## config.mk

```make
export PLATFORM = sky130hd
export DESIGN_NAME = mem_req_seq
export DESIGN_NICKNAME = d
export VERILOG_FILES = /design/src/rtl/mem_req_seq.sv
export SDC_FILE = /design/constraint.sdc
export NUM_CORES = 1
export LEC_CHECK = 0
export CAP_MARGIN = 0
export CORE_AREA = 2 2 99 101
export DETAILED_ROUTE_END_ITERATION = 7
export DIE_AREA = 0 0 101 103
export PLACE_DENSITY = 0.77
export SLEW_MARGIN = 10
export SYNTH_ARGS = -nofsm -noshare
export SYNTH_HDL_FRONTEND = slang
export SYNTH_SLANG_ARGS = --single-unit
```

## constraint.sdc

```tcl
create_clock -name clk -period 2.1 [get_ports clk]
set_clock_uncertainty 0.15 [all_clocks]
set_input_delay 0.21 -clock clk [delete_from_list [all_inputs] [get_ports clk]]
set_output_delay 0.21 -clock clk [all_outputs]
set_load 0.005 [all_outputs]
```

## src/rtl/mem_req_seq.sv

```systemverilog
// +----------------------------------------------------------------------------+
// | mem_req_seq : load/store request sequencer for the multi-port memory model  |
// |   Optional read-after-write shadow check enabled by MEM_REQ_SEQ_CHK_EN.     |
// | Revision: 1.0 - initial release                                             |
// +----------------------------------------------------------------------------+
`default_nettype none

module mem_req_seq #(
   parameter int ADDR_WIDTH = 16,
   parameter int DATA_WIDTH = 16,
   parameter int RD_DLY     = 0
) (
   input  logic                  clk,
   input  logic                  rst,
   input  logic                  req_valid,
   output logic                  req_ready,
   input  logic                  req_we,
   input  logic [ADDR_WIDTH-1:0] req_addr,
   input  logic [DATA_WIDTH-1:0] req_wdata,
   output logic                  rsp_valid,
   input  logic                  rsp_ready,
   output logic [DATA_WIDTH-1:0] rsp_data,
   output logic                  mem_write,
   output logic [ADDR_WIDTH-1:0] mem_addr_wr,
   output logic [DATA_WIDTH-1:0] mem_data_wr,
   output logic                  mem_read,
   output logic [ADDR_WIDTH-1:0] mem_addr_rd,
   input  logic [DATA_WIDTH-1:0] mem_data_rd,
   output logic [15:0]           ld_cnt,
   output logic [15:0]           st_cnt,
   output logic                  chk_err
);

   typedef enum logic [1:0] {
      S_IDLE = 2'd0,
      S_RD   = 2'd1,
      S_WAIT = 2'd2,
      S_RESP = 2'd3
   } state_t;

   // WAIT counts from 0 up to RD_DLY-1; the last count is the sampling cycle.
   localparam logic [1:0] c_dly_last = (RD_DLY > 0) ? 2'(RD_DLY - 1) : 2'd0;

   state_t                  r_state;
   logic [1:0]              r_dly;
   logic                    r_mem_write;
   logic                    r_mem_read;
   logic [ADDR_WIDTH-1:0]   r_addr_wr;
   logic [DATA_WIDTH-1:0]   r_data_wr;
   logic [ADDR_WIDTH-1:0]   r_addr_rd;
   logic                    r_rsp_valid;
   logic [DATA_WIDTH-1:0]   r_rsp_data;
   logic [15:0]             r_ld_cnt;
   logic [15:0]             r_st_cnt;

   logic w_st_acc;
   logic w_ld_acc;
   logic w_sample;

   assign req_ready = (r_state == S_IDLE);
   assign w_st_acc  = req_valid && req_ready && req_we;
   assign w_ld_acc  = req_valid && req_ready && !req_we;
   assign w_sample  = ((r_state == S_RD) && (RD_DLY == 0)) ||
                      ((r_state == S_WAIT) && (r_dly == c_dly_last));

   always_ff @(posedge clk) begin
      if (rst) begin
         r_state     <= S_IDLE;
         r_dly       <= 2'd0;
         r_mem_write <= 1'b0;
         r_mem_read  <= 1'b0;
         r_addr_wr   <= '0;
         r_data_wr   <= '0;
         r_addr_rd   <= '0;
         r_rsp_valid <= 1'b0;
         r_rsp_data  <= '0;
         r_ld_cnt    <= 16'd0;
         r_st_cnt    <= 16'd0;
      end else begin
         r_mem_write <= 1'b0;
         r_mem_read  <= 1'b0;
         if (w_sample) begin
            r_rsp_data <= mem_data_rd;
         end
         case (r_state)
            S_IDLE: begin
               if (w_st_acc) begin
                  r_mem_write <= 1'b1;
                  r_addr_wr   <= req_addr;
                  r_data_wr   <= req_wdata;
                  r_st_cnt    <= r_st_cnt + 16'd1;
               end else if (w_ld_acc) begin
                  r_mem_read <= 1'b1;
                  r_addr_rd  <= req_addr;
                  r_state    <= S_RD;
               end
            end
            S_RD: begin
               r_dly <= 2'd0;
               if (w_sample) begin
                  r_rsp_valid <= 1'b1;
                  r_state     <= S_RESP;
               end else begin
                  r_state <= S_WAIT;
               end
            end
            S_WAIT: begin
               if (w_sample) begin
                  r_rsp_valid <= 1'b1;
                  r_state     <= S_RESP;
               end else begin
                  r_dly <= r_dly + 2'd1;
               end
            end
            S_RESP: begin
               if (rsp_ready) begin
                  r_rsp_valid <= 1'b0;
                  r_ld_cnt    <= r_ld_cnt + 16'd1;
                  r_state     <= S_IDLE;
               end
            end
            default: r_state <= S_IDLE;
         endcase
      end
   end

   assign mem_write   = r_mem_write;
   assign mem_read    = r_mem_read;
   assign mem_addr_wr = r_addr_wr;
   assign mem_data_wr = r_data_wr;
   assign mem_addr_rd = r_addr_rd;
   assign rsp_valid   = r_rsp_valid;
   assign rsp_data    = r_rsp_data;
   assign ld_cnt      = r_ld_cnt;
   assign st_cnt      = r_st_cnt;

`ifdef MEM_REQ_SEQ_CHK_EN
   logic                  r_sh_valid;
   logic [ADDR_WIDTH-1:0] r_sh_addr;
   logic [DATA_WIDTH-1:0] r_sh_data;
   logic                  r_chk_err;

   // Only the most recent store is shadowed; loads elsewhere are not checked.
   always_ff @(posedge clk) begin
      if (rst) begin
         r_sh_valid <= 1'b0;
         r_sh_addr  <= '0;
         r_sh_data  <= '0;
         r_chk_err  <= 1'b0;
      end else begin
         if (w_st_acc) begin
            r_sh_valid <= 1'b1;
            r_sh_addr  <= req_addr;
            r_sh_data  <= req_wdata;
         end
         if (w_sample && r_sh_valid && (r_sh_addr == r_addr_rd) &&
             (mem_data_rd != r_sh_data)) begin
            r_chk_err <= 1'b1;
         end
      end
   end

   assign chk_err = r_chk_err;
`else
   assign chk_err = 1'b0;
`endif

endmodule

`default_nettype wire
```

==> results.md <==
- Worst-Margin Slew: ~0.56 ns
- Wire per inst: 13.9 µm
- Post-Syn Nets: 547
- Post-synth ARST share: 0%
- Fraction of layout cells with a size suffix above 1: 6.28%
- Final hold vios: 0
- DRC Markers: 0
- Main synth FF type: dfxtp_1
- I/O Pins: approximately 150
- RSZ-0062 raised after global routing: false
- CTS Sinks: 103
- Layout fillers: 811
- Largest net degree at the start of global routing: 84
- Area Overhead vs Synth: 47.4%
- Vias in the first global route: 3630
- CP cell instances: inv_1 -> ha_1 -> clkdlybuf4s50_1
- Final wirelength: 10500 µm
- DP Cell Count: 735
- Storage element area: 2060 µm²
- Yosys cell types: 43
- M3 GR Usage: 8.00%
- Final ANT Viol Nets: 0
- Vias/cell: 5.07
- Max Freq: just over 0.5 GHz
- Top cells by instance count after synthesis: nand2_1, dfxtp_1, a21oi_1
- Mapped Area: 4020 µm²
- Final cell count without fillers: 751
- RD Place Congestion: 0.855
- Synth warn: 0
- Synth Area per Inst: around 8.3 µm²
- Critical Path RT: approximately 1.7 ns
- Relative slew slack: 62.7%
- Clock latency on the worst-skew pair: 0.35 ns
- Max FO, Critical Path: 6
- DIE AREA: approximately 10000 µm²
- Hold_buf cts: 0
- Tcrit/Tclk final: 94.0%
- Drt pass-1 iters: 4
- Max Root-Sink Buffers: 2
- HP Class: in -> reg
- Post-Route Utilization: between 60% and 70%
- CP endpoint kind: output port
- Power after layout: 5.12 mW
- Worst path slowest cell: clkdlybuf4s50_1
- Total global-route track usage: 20.1%
- Multi-input logic area: 1820 µm²
- Final HPWL DP: ~7400 µm
- H-tree levels: 3
- Post-synth top area share: 51.3%
- Slowest stage delay, CP: approximately 0.55 ns
- Clock slew at reported path FFs: 0.10 ns
- Max cap viols: 0
- Peak supply drop: ~410 µV
- GRT busiest layer: met2
- Largest delay contributor family on the critical path: buffers and inverters
- Initial antenna violation count: 0
- Total gr overflow: 0
- Root buf cell: clkbuf_8
- CP Data Arrival Time: 1.61 ns
- Crit Path Class: reg -> out
- Most frequent cell after synthesis: nand2_1
- Fin Setup TNS: 0 ns
- Period minus WS final: 1.97 ns
- Startpoint Class: flip-flop
- Fin nets: 693
- Via count: 3808
- Initial core utilization: between 40 and 50%
- DRT iter0 DRCs: 154
- Synth Register Bits: 103
- Met2 usage: approximately a third
- CTS tree: yes
- CTS buffer count: 9
- Largest area contributor in the netlist: dfxtp_1
- # diodes: 0
- # rows: 36
- Slew Limit Fails: 0
- CORE AREA: roughly 9500 µm²
- Synth area leaders: dfxtp_1, nand2_1, a21oi_1
- Pwr per Cell Area: about 860 nW/µm²
- Die width: 101 µm
- Buf/Inv on CP: 2
- GR Util met1: between 20% and 30%
- Status: finished clean
- PortBufs: 152
- Leak pwr: 2.12 nW
- Number of synthesized flops with an enable pin: 0
- Post-synthesis cell count: 487
- Final setup violation count: 0
- Die Span Y: 103 µm
- Register area share after synthesis: 51.3%
- First-pass GRT wire length: 16800 µm
-- worst paths after layout --
kind                     from          end  slack [ns]  cells past startpoint
setup / recovery   r_state[0]    req_ready        0.13                      3
hold / removal            rst    mem_write        0.03                      2
setup reg to reg   r_state[0]   st_cnt[15]        0.14                      6
hold reg to reg   rsp_data[5]  rsp_data[5]        0.30                      2
-- flip-flops by register name (all words and copies together) (netlist names) --
name	flops
mem_write	1
r_dly	2
ld_cnt	16
st_cnt	16
rsp_data	16
mem_data_wr	16
mem_addr_wr	16
mem_addr_rd	16
mem_read	1
rsp_valid	1
r_state	2
-- metal layers --
metal | vias to the layer above | routed length (µm)
li1 | 1913 | -
met1 | 1771 | 4340
met2 | 112 | 5010
met3 | 12 | 957
met4 | 0 | 151
met5 | - | 0
-- kinds of logic (layout without fill, tap and decap cells) --
group / Yosys count / after routing / synth area share (%)
simple gates: 222 / 222 / 25.2
other cells: 1 / 1 / 0.0933
xor+xnor: 20 / 20 / 4.36
mux: 2 / 2 / 0.529
buf+inv: 37 / 187 / 3.70
fa+ha+maj: 7 / 7 / 2.18
compound gates: 95 / 95 / 12.6
flops: 103 / 103 / 51.3
-- power by group --
group          switching [mW]  leakage, nW  internal [mW]  total, mW
clock                   0.663        0.119          0.820       1.48
combinational           0.653         1.16          0.698       1.35
sequential              0.124        0.837           2.16       2.29
total                    1.44         2.12           3.68       5.12
-- through the flow --
step	hold WS [ns]	worst slack, ns	cell area, µm²
2_1_floorplan	0.196	0.239	4020
3_3_place_gp	0.289	0.137	5670
3_5_place_dp	0.294	0.0743	5670
4_1_cts	0.0278	0.104	5910
5_1_grt	0.0386	0.0258	5930
6_report	0.0345	0.126	5930
-- cell usage in the layout (no fill, tap or decap), types with 3 or more instances in the layout --
cell type / synthesis / final
nor4_1: 4 / 3
nand2b_1: 4 / 4
bufinv_16: 0 / 3
nor2_1: 29 / 29
nand4_1: 9 / 9
xnor2_1: 8 / 8
inv_1: 9 / 9
o21ai_0: 3 / 3
a21oi_1: 81 / 81
clkdlybuf4s50_1: 0 / 151
nand2_1: 141 / 141
nand3_1: 11 / 11
o31ai_1: 4 / 4
dfxtp_1: 103 / 103
and3_1: 3 / 3
buf_4: 2 / 10
ha_1: 7 / 6
xor2_1: 12 / 12
or4_1: 4 / 4
nor3_1: 3 / 3
clkbuf_8: 0 / 10
-- layout make-up --
| type | instances | area share, % |
|---|---|---|
| sequential | 103 | 34.8 |
| multi-input combinational | 347 | 30.7 |
| timing repair buffer | 163 | 27.4 |
| tap | 114 | 2.41 |
| clock buffer | 10 | 2.32 |
| clock inverter | 5 | 1.79 |
| inverter | 9 | 0.570 |
-- timing repair --
action,4_1_cts,5_1_grt
endpoints found under the hold margin,0,0
setup endpoints to repair,0,3
buffers inserted,0,1
gates resized for setup,0,2
No activity file was read; power rests on OpenSTA's default activity.
